**src/rtl/vga_sync_gen.sv**
```systemverilog
// VGA timing generator: pixel-rate divider, x/y raster counters, sync decode and a
// one-pixel output stage that registers the blanked colour together with the syncs.
module vga_sync_gen #(
    parameter int unsigned H_DISPLAY = 640,
    parameter int unsigned H_FRONT   = 16,
    parameter int unsigned H_SYNC    = 96,
    parameter int unsigned H_BACK    = 48,
    parameter int unsigned V_DISPLAY = 480,
    parameter int unsigned V_FRONT   = 10,
    parameter int unsigned V_SYNC    = 2,
    parameter int unsigned V_BACK    = 33,
    parameter int unsigned CLK_DIV   = 2
) (
    input  logic       clk,
    input  logic       reset,
    input  logic [2:0] pix_red_in,
    input  logic [2:0] pix_green_in,
    input  logic [1:0] pix_blue_in,
    output logic [9:0] x,
    output logic [9:0] y,
    output logic       pixel_tick,
    output logic       endofframe,
    output logic       frame_tick,
    output logic       hsync,
    output logic       vsync,
    output logic [2:0] vga_red,
    output logic [2:0] vga_green,
    output logic [1:0] vga_blue
);

    localparam int unsigned H_TOTAL = H_DISPLAY + H_FRONT + H_SYNC + H_BACK;
    localparam int unsigned V_TOTAL = V_DISPLAY + V_FRONT + V_SYNC + V_BACK;

    localparam logic [9:0] HLast   = 10'(H_TOTAL - 1);
    localparam logic [9:0] HDisp   = 10'(H_DISPLAY);
    localparam logic [9:0] HsStart = 10'(H_DISPLAY + H_FRONT);
    localparam logic [9:0] HsEnd   = 10'(H_DISPLAY + H_FRONT + H_SYNC);
    localparam logic [9:0] VLast   = 10'(V_TOTAL - 1);
    localparam logic [9:0] VDisp   = 10'(V_DISPLAY);
    localparam logic [9:0] VDispM1 = 10'(V_DISPLAY - 1);
    localparam logic [9:0] VsStart = 10'(V_DISPLAY + V_FRONT);
    localparam logic [9:0] VsEnd   = 10'(V_DISPLAY + V_FRONT + V_SYNC);

    // Divider needs at least one bit even when CLK_DIV=1 (tick then stays high).
    localparam int unsigned DivW = (CLK_DIV > 1) ? $clog2(CLK_DIV) : 1;
    localparam logic [DivW-1:0] DivLast = DivW'(CLK_DIV - 1);

    logic [DivW-1:0] div_q, div_d;
    logic [9:0]      x_q, x_d;
    logic [9:0]      y_q, y_d;
    logic            x_wrap;
    logic            hs_raw, vs_raw, active;
    logic            eof_q, eof_d;
    logic            ft_q, ft_d;
    logic            hsync_q, vsync_q;
    logic [2:0]      red_q, red_d;
    logic [2:0]      green_q, green_d;
    logic [1:0]      blue_q, blue_d;

    assign pixel_tick = (div_q == DivLast);

    // Next-state for divider, raster counters, strobes, and the blanked colour.
    always_comb begin
        div_d   = (div_q == DivLast) ? '0 : div_q + 1'b1;
        x_wrap  = (x_q == HLast);
        x_d     = x_wrap ? 10'd0 : x_q + 10'd1;
        y_d     = y_q;
        if (x_wrap) begin
            y_d = (y_q == VLast) ? 10'd0 : y_q + 10'd1;
        end
        hs_raw  = !((x_q >= HsStart) && (x_q < HsEnd));
        vs_raw  = !((y_q >= VsStart) && (y_q < VsEnd));
        active  = (x_q < HDisp) && (y_q < VDisp);
        eof_d   = (y_d >= VDisp);
        // Only the tick edge that carries y from the last visible line into blanking.
        ft_d    = pixel_tick && x_wrap && (y_q == VDispM1);
        red_d   = active ? pix_red_in   : 3'd0;
        green_d = active ? pix_green_in : 3'd0;
        blue_d  = active ? pix_blue_in  : 2'd0;
    end

    // Free-running clock divider producing the pixel rate.
    always_ff @(posedge clk or posedge reset) begin
        if (reset) begin
            div_q <= '0;
        end else begin
            div_q <= div_d;
        end
    end

    // Raster counters and vertical-blanking flag, advanced once per pixel.
    always_ff @(posedge clk or posedge reset) begin
        if (reset) begin
            x_q   <= 10'd0;
            y_q   <= 10'd0;
            eof_q <= 1'b0;
        end else if (pixel_tick) begin
            x_q   <= x_d;
            y_q   <= y_d;
            eof_q <= eof_d;
        end
    end

    // Single-clock frame strobe, registered every clock so it self-clears.
    always_ff @(posedge clk or posedge reset) begin
        if (reset) begin
            ft_q <= 1'b0;
        end else begin
            ft_q <= ft_d;
        end
    end

    // Output stage: syncs and colour delayed together by one pixel.
    always_ff @(posedge clk or posedge reset) begin
        if (reset) begin
            hsync_q <= 1'b1;
            vsync_q <= 1'b1;
            red_q   <= 3'd0;
            green_q <= 3'd0;
            blue_q  <= 2'd0;
        end else if (pixel_tick) begin
            hsync_q <= hs_raw;
            vsync_q <= vs_raw;
            red_q   <= red_d;
            green_q <= green_d;
            blue_q  <= blue_d;
        end
    end

    assign x          = x_q;
    assign y          = y_q;
    assign endofframe = eof_q;
    assign frame_tick = ft_q;
    assign hsync      = hsync_q;
    assign vsync      = vsync_q;
    assign vga_red    = red_q;
    assign vga_green  = green_q;
    assign vga_blue   = blue_q;

endmodule

```
**config.mk**
```make
export PLATFORM = sky130hd
export DESIGN_NAME = vga_sync_gen
export DESIGN_NICKNAME = d
export VERILOG_FILES = /design/src/rtl/vga_sync_gen.sv
export SDC_FILE = /design/constraint.sdc
export NUM_CORES = 1
export LEC_CHECK = 0
export CAP_MARGIN = 0
export CORE_ASPECT_RATIO = 1.2
export CORE_MARGIN = 10
export CORE_UTILIZATION = 48
export DETAILED_ROUTE_END_ITERATION = 7
export PLACE_DENSITY = 0.78
export SLEW_MARGIN = 10
export SYNTH_ARGS = -nofsm -noshare
export SYNTH_HDL_FRONTEND = slang
export SYNTH_SLANG_ARGS = --single-unit
```
**constraint.sdc**
```tcl
create_clock -name clk -period 2.5 [get_ports clk]
set_input_delay 0.375 -clock clk [delete_from_list [all_inputs] [get_ports clk]]
set_output_delay 0.375 -clock clk [all_outputs]
set_load 0.02 [all_outputs]
```
# Word level (Yosys, flattened, before mapping)
# Cells that the tools add are included.
[op_classes] add_sub_neg=3 n_lt_le_gt_ge=7 eq_ne=3 mux=7 reduce_logical=7
[ops] op="2-to-1 mux 10 bit" n=3
[ops] op="adder 10 x 1 -> 10 bit, second input constant" n=2
[ops] op="equality test 10 bit, second input constant" n=2
[ops] op="greater-or-equal comparator 10 x 9 -> 1 bit, second input constant" n=2
[ops] op="less-than comparator 10 bit, second input constant" n=2
[ops] op="less-than comparator 10 x 9 -> 1 bit, second input constant" n=2
[ops] op="equality test 10 x 9 -> 1 bit, second input constant" n=1
[ops] op="greater-or-equal comparator 10 bit, second input constant" n=1
[ops] op="2-to-1 mux 3 bit" n=2
[ops] op="logical AND 1 bit" n=5
[ops] op="zero test 1 bit" n=2
[ops] op="2-to-1 mux 2 bit" n=1
[ops] op="adder 1 bit, second input constant" n=1
[ops] op="2-to-1 mux 1 bit" n=1
[totals] regBits=33 input_bits=10 output_inout_bits=33 wordCells=37

# Logic depth before layout (Yosys ltp)
[depth] depth_word=4 mapped_depth=7 mapped_depth_nobuf=7

# Worst setup path before layout
# Ideal clock, no wire load.
[synth_path] path_kind="reg-to-reg" start="reg x_q[5] (netlist: x[5])" end="reg y_q[7] (netlist: y[7])" setup_time_ns=0.130 arrival_time_ns=1.731 required_time_ns=2.370 slack_ns=0.639 stages_incl_launch_ff=7 n_path_buf=1 period_less_slack_ns=1.861 cell_sequence="dfrtp_1 -> or2_4 -> nor4_4 -> and2_4 -> buf_6 -> nand4_1 -> xnor2_1"
[synth_via] elab_chain_cells=2
[synth_lines] item="start: declaration" line="49" rtl="logic [9:0] x_q, x_d;"
[synth_lines] item="start signal: assignment" line="94" rtl="x_q <= 10'd0;"
[synth_lines] item="start signal: assignment" line="98" rtl="x_q <= x_d;"
[synth_lines] item="equality test 10 bit" line="65" rtl="x_wrap = (x_q == HLast);"
[synth_lines] item="2-to-1 mux 10 bit" line="68" rtl="if (x_wrap) begin"
[synth_lines] item="end signal: assignment" line="99" rtl="y_q <= y_d;"
[synth_lines] item="end: declaration" line="50" rtl="logic [9:0] y_q, y_d;"
# No other way between the ends.
# A chain may end at the register's enable or synchronous reset.

# Final worst setup path
[layout_path] start="reg x_q[5] (netlist: x[5])" end="reg y_q[8] (netlist: y[8])"
# Same word-level chain as after synthesis.

==> reports/results.ini <==
[status]
status = completed

[detailed_routing]
drt_iter0_markers = 101
ant_nets = 0
viasPerCell = 5.72
via_count = 1454
drcViolationCount = 0
wire_per_inst_microns = 16.7
drt_pre_antenna_iters = 4
wirelength_microns = 4230

[place]
place_congestion = 0.866
pre_cts_ws_ns = 0.498
dp.final_hpwl_microns = 3040
portBuffers = 42

[die]
ios = 43
start_util_pct = 50.4
fp.coreArea_sq_um = 3370
dieArea_sq_um = 6320
die_y_microns = 85.1
rows = 23
die-width_microns = 74.3

[sta]
worst_pin_slew_ns = 0.500
fin_setup_tns_ns = 0
report.final.hold_viol_count = 0
relSlewSlack_pct = 66.4
post-route-period-util_pct = 85.8
slew_violations = 0
rsz0062_at_grt = false
setup_viol = 0
max_freq_mhz = 466
fin_ws_ns = 0.354
fin_crit_ns = 2.15
clock_skew_ns = 0.00464

[worst_setup_path]
endpoint = y[8]$_DFFE_PP0P_
r2r-start = x[5]$_DFFE_PP0P_
worstPathRequired_ns = 2.64
crit_type = reg -> reg
worstSetupStartpointType = flip-flop
crit_arrival_ns = 2.29
worstSetupStartpoint = x[5]$_DFFE_PP0P_
reg2reg_depth = 4
worst-r2r-setup-slack_ns = 0.35
critPathCaptureType = flip-flop
critPathMaxFanout = 9
r2r_end = y[8]$_DFFE_PP0P_

[synth]
synth_area_sq_um = 1700
netlist_instances = 171
syn-num-nets = 186
ys_top_cells_by_area = dfrtp_1 (46%), o21ai_0 (4.7%), nand2_1 (4.6%), a22o_1 (4.1%), ha_1 (3.7%)
synthTopCellsByCount = dfrtp_1 (31), nand2_1 (21), o21ai_0 (16)
synth_area_per_cell_sq_um = 9.91
ys_warn_count = 0
synth_seq_cells = 33
synth-edff-count = 0
synthArstFlopShare_pct = 100
yosysMostFrequentCell = dfrtp_1
synth_flop_cell = dfrtp_1
yosysTopAreaCell = dfrtp_1
synthDominantCellAreaShare_pct = 45.8
synth-seq-area-share_pct = 48.9
synth_cell_types = 38

[cts]
cts_hold_buffers = 0
cts_inserted_buffers = 5
clk_latency_ns = 0.28
clk_path_buf_depth = 2
cts_root_buf = clkbuf_8
cts_resized = 0
htreeDepth = 2
cts_sinks = 33
clkTransAtPathRegs_ns = 0.07
post-cts-setup-buffers = 0
cts_tree = yes

[grt]
globalRouteOverflowTotal = 0
track_usage_pct = 13.8
grt_pass1_wl_microns = 7040
grt_antenna_before_repair = 0
grt_pass1_vias = 1457
grt_max_degree = 34

[power_and_ir_drop]
fin_total_pwr_mw = 1.11
power_density_nw_per_um2 = 490
leakage_nw = 0.986
irDropWorstVdd_v = 0.000454

[cells_and_area]
final_nets = 231
n_antenna_cell = 0
nFillCells = 280
area_growth_pct = 33.7
drive_gt1_share_pct = 9.68

[worst_hold_path]
hp-class = in -> async

[job]
max_cap_violations = 0

==> worst max-delay path, stage by stage (launching register included) <==
cell and delay, ns:
dfrtp_1 0.42, or2_4 0.28, nor4_4 0.48, nand2_1 0.31, o41ai_1 0.51
==> state kept, by name (all words and copies together), names as in the netlist <==
signal      flops
endofframe      1
frame_tick      1
hsync           1
pixel_tick      1
vga_blue        2
vga_green       3
vga_red         3
vsync           1
x              10
y              10
==> cells by family after synthesis <==
family	after synthesis	synth area share [%]
muxes	1	0.664
xor gates and xnor gates	9	4.65
and+or+nand+nor	68	23.3
buffers and inverters	16	4.06
AOI/OAI and AO/OA	39	14.8
DFF	33	48.9
adders and majority gates	5	3.69
==> layout by cell type (no fill, tap or decap), drive strengths merged <==
| cell type | Yosys | layout |
|---|---|---|
| clkbuf | 5 | 7 |
| nor2 | 12 | 12 |
| nor4b | 1 | 1 |
| nand2 | 21 | 21 |
| nand4 | 8 | 8 |
| a21oi | 4 | 4 |
| nand3 | 5 | 5 |
| clkdlybuf4s50 | 0 | 42 |
| or2 | 1 | 1 |
| o311ai | 1 | 1 |
| xnor2 | 5 | 5 |
| nor4 | 4 | 4 |
| and4 | 1 | 1 |
| mux2 | 1 | 1 |
| xor2 | 4 | 4 |
| and2b | 1 | 1 |
| dfstp | 2 | 2 |
| or3 | 3 | 3 |
| o21ai | 16 | 16 |
| ha | 5 | 5 |
| a22o | 8 | 8 |
| nor3 | 1 | 1 |
| nor2b | 1 | 1 |
| o31ai | 2 | 2 |
| bufinv | 0 | 1 |
| and3 | 4 | 4 |
| o41ai | 1 | 1 |
| and2 | 1 | 1 |
| inv | 9 | 9 |
| nand3b | 2 | 2 |
| a31oi | 5 | 5 |
| buf | 2 | 3 |
| dfrtp | 31 | 31 |
| nand2b | 2 | 2 |
| o32ai | 1 | 1 |
| o211ai | 1 | 1 |
==> metrics by stage <==
step                      util, %  cell area [sq um]  std cells  hold slack, ns
final                        67.3               2270        254           0.476
after global routing         67.3               2270        254           0.526
after CTS                    67.3               2270        254           0.493
after detailed placement     63.8               2150        246           0.479
after global placement       63.8               2150        246           0.480
after floorplan                 -               1700        171           0.502
==> per-layer routing <==
layer  global-route usage [%]  wire length, microns  up-vias
met5                        0                     0        -
met1                     15.5                  1750      691
met3                     6.18                   393        9
li1                         -                     -      702
met4                     5.17                    68        0
met2                     22.2                  2020       52
==> where the power goes <==
group / total, mW / leakage (nW) / internal, mW / switching [mW]
Combinational: 0.0541 / 0.506 / 0.0288 / 0.0253
Sequential: 0.544 / 0.421 / 0.541 / 0.00320
Clock: 0.513 / 0.0585 / 0.325 / 0.189
==> worst min-delay path by stage <==
stage,endpoint,slack [ns],cells past startpoint
2_1_floorplan,endofframe$_DFFE_PP0P_,0.50,1
3_3_place_gp,hsync$_DFFE_PP1P_,0.48,2
3_5_place_dp,vsync$_DFFE_PP1P_,0.48,2
4_1_cts,vsync$_DFFE_PP1P_,0.49,2
5_1_grt,vga_blue[1]$_DFFE_PP0P_,0.53,3
6_report,vga_red[2]$_DFFE_PP0P_,0.48,3
==> final cells by class <==
type | instances | area (sq um) | share of cell area, %
multi-input combinational | 122 | 798 | 35.2
clock buffer | 7 | 86.3 | 3.81
sequential | 33 | 828 | 36.6
clock inverter | 1 | 30.0 | 1.33
tap | 37 | 46.3 | 2.04
inverter | 9 | 33.8 | 1.49
timing repair buffer | 45 | 443 | 19.5
(Power assumes the default switching activity.)
